--- src/rtl/avalon_arbiter_if.sv ---
// Bundles the requester-side handshake and the Avalon-MM master bus of avalon_arbiter.
// The arbiter uses the master modport; requesters and the Avalon slave use the slave modport.
interface avalon_arbiter_if #(
  parameter int NUM_REQ = 2,
  parameter int ADDR_W  = 32,
  parameter int DATA_W  = 32
);
  logic [NUM_REQ-1:0]               req_valid;
  logic [NUM_REQ-1:0]               req_ready;
  logic [NUM_REQ-1:0]               req_re;
  logic [NUM_REQ-1:0]               req_we;
  logic [NUM_REQ-1:0][ADDR_W-1:0]   req_addr;
  logic [NUM_REQ-1:0][DATA_W/8-1:0] req_be;
  logic [NUM_REQ-1:0][DATA_W-1:0]   req_wdata;
  logic [NUM_REQ-1:0]               resp_valid;
  logic [DATA_W-1:0]                resp_data;

  logic [ADDR_W-1:0]                m_addr;
  logic [DATA_W/8-1:0]              m_byteenable;
  logic [DATA_W-1:0]                m_writedata;
  logic                             m_read;
  logic                             m_write;
  logic                             m_waitrequest;
  logic [DATA_W-1:0]                m_readdata;

  modport master (
    input  req_valid, req_re, req_we, req_addr, req_be, req_wdata,
    input  m_waitrequest, m_readdata,
    output req_ready, resp_valid, resp_data,
    output m_addr, m_byteenable, m_writedata, m_read, m_write
  );

  modport slave (
    output req_valid, req_re, req_we, req_addr, req_be, req_wdata,
    output m_waitrequest, m_readdata,
    input  req_ready, resp_valid, resp_data,
    input  m_addr, m_byteenable, m_writedata, m_read, m_write
  );
endinterface

--- src/rtl/avalon_arbiter.sv ---
// Round-robin arbiter sharing one Avalon-MM master port between NUM_REQ requesters,
// one non-pipelined transfer at a time, with read data routed back to its issuer.
module avalon_arbiter #(
  parameter int NUM_REQ = 2,
  parameter int ADDR_W  = 32,
  parameter int DATA_W  = 32
) (
  input  logic             clk,
  input  logic             rst,
  avalon_arbiter_if.master bus
);
  localparam int IDX_W = $clog2(NUM_REQ);
  localparam int BE_W  = DATA_W / 8;

  typedef enum logic {IDLE, BUSY} state_t;

  state_t               state_q, state_d;
  logic [IDX_W-1:0]     last_grant_q, last_grant_d;
  logic [IDX_W-1:0]     owner_q, owner_d;
  logic                 m_read_q, m_read_d;
  logic                 m_write_q, m_write_d;
  logic [ADDR_W-1:0]    m_addr_q, m_addr_d;
  logic [BE_W-1:0]      m_be_q, m_be_d;
  logic [DATA_W-1:0]    m_wdata_q, m_wdata_d;
  logic [NUM_REQ-1:0]   resp_valid_q, resp_valid_d;
  logic [DATA_W-1:0]    resp_data_q, resp_data_d;

  logic [NUM_REQ-1:0]   req_ready_c;
  logic [IDX_W-1:0]     grant_idx;
  logic                 grant_found;
  logic [IDX_W:0]       cand;

  // Search starts one past the last grant; last_grant < NUM_REQ keeps the wrap to one subtraction.
  always_comb begin
    grant_found = 1'b0;
    grant_idx   = '0;
    cand        = '0;
    for (int k = 1; k <= NUM_REQ; k++) begin
      cand = {1'b0, last_grant_q} + (IDX_W+1)'(k);
      if (cand >= (IDX_W+1)'(NUM_REQ)) begin
        cand = cand - (IDX_W+1)'(NUM_REQ);
      end
      if (!grant_found && bus.req_valid[cand[IDX_W-1:0]]) begin
        grant_found = 1'b1;
        grant_idx   = cand[IDX_W-1:0];
      end
    end
  end

  always_comb begin
    state_d      = state_q;
    last_grant_d = last_grant_q;
    owner_d      = owner_q;
    m_read_d     = m_read_q;
    m_write_d    = m_write_q;
    m_addr_d     = m_addr_q;
    m_be_d       = m_be_q;
    m_wdata_d    = m_wdata_q;
    resp_valid_d = '0;
    resp_data_d  = '0;
    req_ready_c  = '0;

    case (state_q)
      IDLE: begin
        if (grant_found) begin
          req_ready_c[grant_idx] = 1'b1;
          last_grant_d           = grant_idx;
          owner_d                = grant_idx;
          // A request with neither re nor we is consumed without touching the bus.
          if (bus.req_re[grant_idx] || bus.req_we[grant_idx]) begin
            m_read_d  = bus.req_re[grant_idx];
            m_write_d = !bus.req_re[grant_idx];
            m_addr_d  = bus.req_addr[grant_idx];
            m_be_d    = bus.req_be[grant_idx];
            m_wdata_d = bus.req_wdata[grant_idx];
            state_d   = BUSY;
          end
        end
      end
      BUSY: begin
        if (!bus.m_waitrequest) begin
          m_read_d  = 1'b0;
          m_write_d = 1'b0;
          state_d   = IDLE;
          if (m_read_q) begin
            resp_valid_d[owner_q] = 1'b1;
            resp_data_d           = bus.m_readdata;
          end
        end
      end
      default: state_d = IDLE;
    endcase
  end

  // Reset points last_grant at the top index so requester 0 wins first.
  always_ff @(posedge clk or posedge rst) begin
    if (rst) begin
      state_q      <= IDLE;
      last_grant_q <= IDX_W'(NUM_REQ - 1);
      owner_q      <= '0;
      m_read_q     <= 1'b0;
      m_write_q    <= 1'b0;
      m_addr_q     <= '0;
      m_be_q       <= '0;
      m_wdata_q    <= '0;
      resp_valid_q <= '0;
      resp_data_q  <= '0;
    end else begin
      state_q      <= state_d;
      last_grant_q <= last_grant_d;
      owner_q      <= owner_d;
      m_read_q     <= m_read_d;
      m_write_q    <= m_write_d;
      m_addr_q     <= m_addr_d;
      m_be_q       <= m_be_d;
      m_wdata_q    <= m_wdata_d;
      resp_valid_q <= resp_valid_d;
      resp_data_q  <= resp_data_d;
    end
  end

  assign bus.req_ready    = req_ready_c;
  assign bus.resp_valid   = resp_valid_q;
  assign bus.resp_data    = resp_data_q;
  assign bus.m_addr       = m_addr_q;
  assign bus.m_byteenable = m_be_q;
  assign bus.m_writedata  = m_wdata_q;
  assign bus.m_read       = m_read_q;
  assign bus.m_write      = m_write_q;
endmodule

--- src/flat_wrapper.sv ---
// flat-port wrapper written by rule: the top's interface ports become plain ports
module avalon_arbiter_flat 
#(
  parameter int NUM_REQ = 2,
  parameter int ADDR_W  = 32,
  parameter int DATA_W  = 32
)
  (clk, rst, bus_req_valid, bus_req_re, bus_req_we, bus_req_addr, bus_req_be, bus_req_wdata, bus_m_waitrequest, bus_m_readdata, bus_req_ready, bus_resp_valid, bus_resp_data, bus_m_addr, bus_m_byteenable, bus_m_writedata, bus_m_read, bus_m_write);
  avalon_arbiter_if #(.NUM_REQ(NUM_REQ), .ADDR_W(ADDR_W), .DATA_W(DATA_W)) bus_i ();
  input  logic clk;
  input  logic rst;
  input wire logic [$bits(bus_i.req_valid)-1:0] bus_req_valid;
  input wire logic [$bits(bus_i.req_re)-1:0] bus_req_re;
  input wire logic [$bits(bus_i.req_we)-1:0] bus_req_we;
  input wire logic [$bits(bus_i.req_addr)-1:0] bus_req_addr;
  input wire logic [$bits(bus_i.req_be)-1:0] bus_req_be;
  input wire logic [$bits(bus_i.req_wdata)-1:0] bus_req_wdata;
  input wire logic [$bits(bus_i.m_waitrequest)-1:0] bus_m_waitrequest;
  input wire logic [$bits(bus_i.m_readdata)-1:0] bus_m_readdata;
  output wire logic [$bits(bus_i.req_ready)-1:0] bus_req_ready;
  output wire logic [$bits(bus_i.resp_valid)-1:0] bus_resp_valid;
  output wire logic [$bits(bus_i.resp_data)-1:0] bus_resp_data;
  output wire logic [$bits(bus_i.m_addr)-1:0] bus_m_addr;
  output wire logic [$bits(bus_i.m_byteenable)-1:0] bus_m_byteenable;
  output wire logic [$bits(bus_i.m_writedata)-1:0] bus_m_writedata;
  output wire logic [$bits(bus_i.m_read)-1:0] bus_m_read;
  output wire logic [$bits(bus_i.m_write)-1:0] bus_m_write;
  assign bus_i.req_valid = bus_req_valid;
  assign bus_i.req_re = bus_req_re;
  assign bus_i.req_we = bus_req_we;
  assign bus_i.req_addr = bus_req_addr;
  assign bus_i.req_be = bus_req_be;
  assign bus_i.req_wdata = bus_req_wdata;
  assign bus_i.m_waitrequest = bus_m_waitrequest;
  assign bus_i.m_readdata = bus_m_readdata;
  assign bus_req_ready = bus_i.req_ready;
  assign bus_resp_valid = bus_i.resp_valid;
  assign bus_resp_data = bus_i.resp_data;
  assign bus_m_addr = bus_i.m_addr;
  assign bus_m_byteenable = bus_i.m_byteenable;
  assign bus_m_writedata = bus_i.m_writedata;
  assign bus_m_read = bus_i.m_read;
  assign bus_m_write = bus_i.m_write;
  avalon_arbiter #(.NUM_REQ(NUM_REQ), .ADDR_W(ADDR_W), .DATA_W(DATA_W)) u_core (.clk(clk), .rst(rst), .bus(bus_i));
endmodule
--- config.mk ---
export PLATFORM = sky130hd
export DESIGN_NAME = avalon_arbiter_flat
export DESIGN_NICKNAME = d
export VERILOG_FILES = /design/src/rtl/avalon_arbiter_if.sv /design/src/rtl/avalon_arbiter.sv /design/src/flat_wrapper.sv
export SDC_FILE = /design/constraint.sdc
export NUM_CORES = 1
export LEC_CHECK = 0
export ABC_AREA = 1
export CAP_MARGIN = 20
export CELL_PAD_IN_SITES_DETAIL_PLACEMENT = 1
export CELL_PAD_IN_SITES_GLOBAL_PLACEMENT = 1
export CORE_MARGIN = 5
export CORE_UTILIZATION = 25
export CTS_CLUSTER_DIAMETER = 30
export DETAILED_ROUTE_END_ITERATION = 10
export PLACE_DENSITY = 0.77
export REMOVE_ABC_BUFFERS = 1
export SLEW_MARGIN = 20
export SYNTH_ARGS = -nofsm -noshare
export SYNTH_HDL_FRONTEND = slang
export SYNTH_SLANG_ARGS = --single-unit
--- constraint.sdc ---
create_clock -name clk -period 3.6 [get_ports clk]
set_input_delay 0.54 -clock clk [delete_from_list [all_inputs] [get_ports clk]]
set_output_delay 0.54 -clock clk [all_outputs]
set_load 0.02 [all_outputs]
Yosys cells after proc, flatten, opt, wreduce, memory -nomap -nowiden
Cells that the tools add are included.

Register bits after elaboration: 107. Output and inout port bits: 106. Word-level logic and storage cells: 78.

$lt $le $gt $ge: 8. Eq/ne operators: 3. Mux-type cells: 43. $add $sub $neg: 4. Bitwise logic cells: 1. Reduce and logical (&&, ||, !) cells: 9.

Operators by type and width (count): $mux W32 (7); $mux W1 (24); $mux W2 (5); $lt A1 B2 Y1 const B (4); $mux W4 (2); $pmux W1 S2 (3); $reduce_and A3 Y1 (2); $ge A2 B2 Y1 const B (2); $ne A2 B1 Y1 const B (2); $logic_and A1 B1 Y1 (3); $add A1 B1 Y2 const B (1); $add A1 B2 Y2 const B (1); $demux W1 S1 (2); $ge A1 B1 Y1 const B (2); $logic_not A1 Y1 (2); $ne A2 B2 Y1 const B (1); $reduce_and A2 Y1 (1); $sub A1 B1 Y1 const B (2); $logic_or A1 B1 Y1 (1); $not A1 Y1 (1).

Longest topological paths before layout
Gate-level depths: netlist of run 1.

Word-level depth: 15. Mapped depth: 10. Gate-level depth less buffers: 8.

Worst setup path after synthesis of run 1
Ideal clock, no wire load.

Path kind: input to output. From: input port bus_req_valid[0]. To: output port bus_req_ready[0]. Stages on the path: 5. Arrival: 1465 ps. Data required time: 3060 ps. Setup slack: 1595 ps. Cells stage by stage: nand2_1 -> nand2_2 -> inv_2 -> clkbuf_1 -> nor3_1.

Longest elaborated chain between the ends: 12. Elaborated cells between the ends (all ways): 17.

Ends and longest elaborated chain: start, declared (RTL line flat_wrapper.sv:12) `input wire logic [$bits(bus_i.req_valid)-1:0] bus_req_valid;`; $mux W1 (implied by the code) (2 in a row) (RTL line avalon_arbiter.sv:43) `if (!grant_found && bus.req_valid[cand[IDX_W-1:0]]) begin`; $mux W1 (RTL line avalon_arbiter.sv:43); $logic_not A1 Y1 (RTL line avalon_arbiter.sv:43); $logic_and A1 B1 Y1 (RTL line avalon_arbiter.sv:43); $mux W1 (RTL line avalon_arbiter.sv:43); $lt A1 B2 Y1 (implied by the code) / $ge A1 B1 Y1 (equally long branches) (RTL line avalon_arbiter.sv:66) `req_ready_c[grant_idx] = 1'b1;`; $logic_and A1 B1 Y1 (implied by the code) (RTL line avalon_arbiter.sv:66); $mux W1 (implied by the code) (RTL line avalon_arbiter.sv:66); $demux W1 S1; $mux W2 (*) (RTL line avalon_arbiter.sv:65) `if (grant_found) begin`; $mux W2 (*) (RTL line avalon_arbiter.sv:63) `case (state_q)`; end, declared (RTL line flat_wrapper.sv:20) `output wire logic [$bits(bus_i.req_ready)-1:0] bus_req_ready;`.

Mark *: on every way between the ends. The rest lies on a longest branch, timed or not. The select of a mux whose other input is x is not followed.

Final worst setup path of run 1
Ends and elaborated chain as after synthesis.

==> run metrics, run 1 <==
outcome completed; ys flop type dfrtp_1; Synth Register Bits 107; drt pass-1 iters 4; ant diodes 0; Via density about 4.2; drt drc 0; sequential area share after synthesis 0.559; Post-synth ARST share 1.00; # setup viols final 0; Worst Setup Start Kind primary input; setup ws final approximately 0.96 ns; HPWL Detailed around 13 mm; syn avg cell area ~7.4 sq um; Worst Max-Slew Pin Slew between 0.7 and 0.8 ns; Bufs and invs on worst path 3; Area growth syn-to-layout 69.1%; core area roughly 19000 sq um; die area between 20000 and 25000 sq um; Chip Width around 150 microns; Initial Util 0.255; first-pass GRT wire length between 20 and 30 mm; cell accounting for the most synthesized area dfrtp_1; Final Max Tran Viols 0; Clock Latency Late Sink roughly 0.35 ns; Mapped Cells ~650; Max clock buf depth 2; number of synthesized flops with an enable pin 0; Synth Cell Area around 4800 sq um; I/O pin count around 280; GRT Overall Usage 0.156; TritonCTS Sinks roughly 110; Cell Area, Placed around 8000 sq um; Crit. Startpoint bus_req_valid[0]; max cap viols 0; final hold vios 0; clk root buf clkbuf_16; initial DRC count approximately 180; CTS hold repair buffers 0; reg2reg start u_core.last_grant_q; antenna violations before repair 0; IO buf count approximately 280; vias in the first global route between 5000 and 6000; via count roughly 5000; P_sw between 2 and 2.5 mW; TritonCTS clock tree yes; Reg power frac 0.337; most frequent cells in the layout 419 x nand2_1, 282 x clkdlybuf4s50_1, 106 x dfrtp_1; critical path's most frequent cell clkdlybuf4s50_1; Max IR drop VDD around 370 uV; Worst Skew roughly 0.0062 ns; critical path class primary input to output pin; max incr delay on CP 0.64 ns; clock slew at reported path FFs about 0.070 ns; CTS Buf Count 9; FMAX around 0.38 GHz; Yosys cell types 19; period utilisation layout 0.734; layout cells sized above 1 0.0337; yosys synthesis warning count 0; synth top area cells dfrtp_1 55%, nand2_1 33%, inv_1 3.1%; Worst slew margin 0.498; Routed WL ~18 mm; crit path cell chain clkdlybuf4s50_1, nand2_1, nand2_2, inv_2, nor3_1, clkdlybuf4s50_1; drt wl/cell around 15 microns; internal power between 3 and 4 mW; CP delay by family, top buffers and inverters; post-CTS setup buffers 0; Row Count 50; fin crit period ~2.6 ns; Final ANT Viol Nets 0; clock power share 0.172; Die Ht between 100 and 150 microns; Max FO, Critical Path 7; Gates resized, CTS repair 0; nets ~1100; slowest CP cell clkdlybuf4s50_1; worst slack at placement 0.964 ns; Net Sw Frac 0.406; design area a little over 8000 sq um; Total Neg Setup Slack 0 ns; most common cell after layout, fill and taps aside nand2_1; worst min path class flip-flop to flip-flop; Final Wtd Congestion between 0.8 and 0.9; Comb pwr share 0.491; Hold Startpoint u_core.owner_q; largest net degree at the start of global routing 70; power per cell area between 600 and 700 nW/um^2; worst endpoint required time between 3 and 4 ns; Leakage ~4.2 nW; RSZ-0062 raised after global routing false; gr ovfl total 0; Synth top area share 0.554; H-tree Lvls 3; Arrival @ worst endpoint ~2.1 ns; CP Capture Type output pin
[path summary, 6_finish.rpt]
path                                         endpoint  slack (ns)  depth (start not counted)
min in group asynchronous    u_core.bus.resp_data[12]        0.62                          2
hold / removal               u_core.bus.resp_valid[0]        0.43                          1
hold reg to reg              u_core.bus.resp_valid[0]        0.43                          1
setup reg to reg           u_core.bus.m_writedata[16]        1.65                          7
setup / recovery                     bus_req_ready[0]        0.96                          6
max in group asynchronous         u_core.last_grant_q        2.14                          3
[registers in the layout, indices dropped and copies added (netlist names), 2 cells and up]
signal	cells
u_core.bus.m_addr	32
u_core.bus.m_writedata	32
u_core.bus.resp_data	32
u_core.bus.m_byteenable	4
u_core.bus.resp_valid	2
[per-stage QoR]
| stage | hold WS [ns] | util | cells | power, mW |
|---|---|---|---|---|
| after floorplan | 0.403 | - | 616 | 3.17 |
| final | 0.431 | 0.431 | 1155 | 5.52 |
| after global placement | 0.410 | 0.417 | 1139 | 4.59 |
| after detailed placement | 0.421 | 0.417 | 1139 | 4.66 |
| after CTS | 0.433 | 0.431 | 1155 | 5.65 |
| after global routing | 0.466 | 0.431 | 1155 | 5.93 |
[power by group through the flow]
stage / Sequential, mW / Combinational [mW] / Clock [mW]
after floorplan: 2.38 / 0.793 / 0
after global placement: 1.86 / 2.74 / 0
after detailed placement: 1.88 / 2.78 / 0
after CTS: 1.86 / 2.79 / 0.995
after global routing: 1.91 / 2.97 / 1.04
final: 1.86 / 2.71 / 0.948
[area by class of cell]
cell class,count,area (sq um)
Fill cell,2269,10700
Timing Repair Buffer,289,2900
Clock buffer,10,229
Tap cell,234,293
Sequential cell,107,2680
Multi-Input combinational cell,468,1790
Clock inverter,6,47.5
Inverter,41,156
[cell usage after synthesis (3+ instances only)]
master / instances
buf_2: 14
inv_1: 39
buf_1: 3
buf_6: 3
dfrtp_1: 106
nor2_1: 36
clkbuf_1: 11
nand2_1: 419
[layer usage]
metal,vias up,share of wire,global-route usage
met5,-,0,0
met4,0,0.031,0.0670
met3,30,0.069,0.0381
met2,157,0.49,0.271
met1,2237,0.41,0.185
li1,2434,-,-
[kinds of logic after synthesis]
group | share of synthesized area
AND/OR/NAND/NOR | 0.372
buffers and inverters | 0.0664
flip-flops | 0.559
AO/OA/AOI/OAI | 0.00209
[worst reg2reg max path: cells and delay by family, from the launching register on]
kind,cells,cell delay (ns)
and+or+nand+nor,6,0.75
buffers and inverters,1,0.59
DFF,1,0.55
(Power assumes the default switching activity.)
==> inputs of run 2 (changes only) <==
==> constraint.sdc (replaced) <==
create_clock -name clk -period 2.5 [get_ports clk]
set_input_delay 0.375 -clock clk [delete_from_list [all_inputs] [get_ports clk]]
set_output_delay 0.375 -clock clk [all_outputs]
set_load 0.02 [all_outputs]
==> run 2 against run 1 <==
  * Critical path depth is 2 lower
  * First-iteration DRC count is 8.0% higher
  * Core utilization up 0.26 points
  * Die area unchanged
  * Combinational power grew 45%
  * Routed wire length increased by 0.35%
  * Non-clock buffer count grew 2
  * Flip-flop and latch count is the same
  * Clock skew grew 0.0064 ns
  * Design area up 0.60%
  * Sequential power increased by 44%
  * Largest cell class unchanged
  * Highest routed layer unchanged
==> run metrics, run 2 (synthesized netlist as in run 1, its figures left out) <==
Pwr Total 8.03 mW (+45%); Worst Skew 0.0125 ns (+0.00636 ns); FMAX 0.445 GHz; Row Count 50 (unchanged); H-tree Lvls 3 (unchanged); Max FO, Critical Path 6 (-1); drt wl/cell 15.3 microns (+0.17%); period utilisation layout 0.898; first-pass GRT wire length 27.6 mm (+1.0%); I/O pin count 283 (unchanged); critical path class primary input to output pin; HPWL Detailed 13.6 mm (+1.1%); Final Max Tran Viols 0 (unchanged); power per cell area 986 nW/um^2 (+45%); antenna violations before repair 0 (unchanged); drt pass-1 iters 4 (unchanged); die area 22000 sq um (unchanged); Die Ht 148 microns (unchanged); CTS hold repair buffers 0 (unchanged); max cap viols 0 (unchanged); final hold vios 0 (unchanged); Reg power frac 0.334 (-0.003); Final Wtd Congestion 0.759 (-5.4%); CTS Buf Count 9 (unchanged); clk root buf clkbuf_16; P_sw 3.26 mW (+45%); worst slack at placement 0.188 ns (-0.777 ns); gr ovfl total 0 (unchanged); ant diodes 0 (unchanged); Clock Latency Late Sink 0.35 ns (about the same); clock slew at reported path FFs 0.08 ns (about the same); largest net degree at the start of global routing 70 (unchanged); Initial Util 0.255 (unchanged); worst endpoint required time 2.12 ns (-0.94 ns); GR peak layer met2; R2R Path End u_core.bus.m_addr[26]; Area growth syn-to-layout 70.1%; Worst slew margin 0.489 (-0.00893); clock power share 0.177 (+0.005); Reg2Reg Setup Slack 0.63 ns (-1.02 ns); worst min path class primary input to asynchronous set/reset pin; TritonCTS clock tree yes; Leakage 4.20 nW (+1.0%); met1 Resource Use GR 0.190 (+0.00498); GR Util met2 0.277 (+0.00571); most common cell after layout, fill and taps aside nand2_1; layout cells sized above 1 0.0368 (+0.00318); met3 global-route usage 0.0399 (+0.00183); RSZ-0062 raised after global routing false; TritonCTS Sinks 107 (unchanged); vias in the first global route 5022 (-1.8%); GRT Overall Usage 0.158 (+0.00158); Arrival @ worst endpoint 1.87 ns (-0.23 ns); CP Capture Type output pin; # setup viols final 0 (unchanged); IO buf count 282 (unchanged); Comb pwr share 0.489 (-0.002); Final ANT Viol Nets 0 (unchanged); core area 18800 sq um (unchanged); Net Sw Frac 0.406 (about the same); internal power 4.77 mW (+45%); Via density 4.25 (+0.96%); Chip Width 148 microns (unchanged); Max clock buf depth 2 (unchanged); via count 4913 (+1.1%); R2R cell count 9 (+2); Routed WL 17.7 mm (+0.35%); Worst Setup Start Kind primary input; fin crit period 2.25 ns; Max IR drop VDD 468 uV (+27%); setup ws final 0.254 ns (-0.705 ns); nets 1095 (+0.18%); initial DRC count 189 (+8.0%); most frequent cells in the layout 419 x nand2_1, 281 x clkdlybuf4s50_1, 106 x dfrtp_1; Worst Max-Slew Pin Slew 0.767 ns (+0.0134 ns); drt drc 0 (unchanged); outcome completed; reg2reg start u_core.last_grant_q; post-CTS setup buffers 0 (unchanged)
==> run 2: layer usage <==
metal,vias to the layer above,wire [microns]
met2,149,9020
met3,21,1140
met4,0,362
li1,2439,-
met1,2304,7190
met5,-,0
==> run 2: what timing repair did <==
item	in CTS	in global routing
endpoints found under the setup margin	0	1
resized for setup	0	1
hold endpoints to repair	0	0
==> run 2: worst max path at each step <==
stage | start | to | cells after the start
after CTS | u_core.last_grant_q | bus_req_ready[0] | 5
after detailed placement | bus_req_valid[0] | bus_req_ready[0] | 6
after global placement | bus_req_valid[0] | bus_req_ready[0] | 6
after floorplan | rst | u_core.bus.m_addr[0] | 1
after global routing | bus_req_valid[1] | bus_req_ready[1] | 4
final | bus_req_valid[1] | bus_req_ready[1] | 4
==> run 2: per-stage QoR <==
stage          utilization  setup TNS [ns]  hold slack [ns]  cells  area (sq um)
2_1_floorplan            -         -112.07            0.403    616          4620
3_3_place_gp         0.418               0            0.409   1141          7850
3_5_place_dp         0.418               0            0.421   1141          7850
4_1_cts              0.434               0            0.417   1157          8140
5_1_grt              0.434               0            0.438   1157          8150
6_report             0.434               0            0.402   1157          8150
==> run 2: area by class of cell <==
cell class	instances	area, sq um
fillers	2274	10600
repair buffers	291	2930
flip-flops and latches	107	2680
multi-input cells	468	1790
well taps	234	293
clock buffers	10	239
inverters	41	156
clock inverters	6	56.3
==> run 2: power by group through the flow <==
stage / registers (mW) / logic, mW / clock network [mW]
2_1_floorplan: 3.42 / 1.14 / 0
3_3_place_gp: 2.68 / 3.96 / 0
3_5_place_dp: 2.71 / 4.02 / 0
4_1_cts: 2.69 / 4.02 / 1.49
5_1_grt: 2.77 / 4.31 / 1.56
6_report: 2.68 / 3.93 / 1.42
==> run 2: worst max-delay path: stages <==
cell	delay, ns
clkdlybuf4s50_1	0.53
nand2_2	0.13
nor2_1	0.17
clkdlybuf4s50_1	0.67
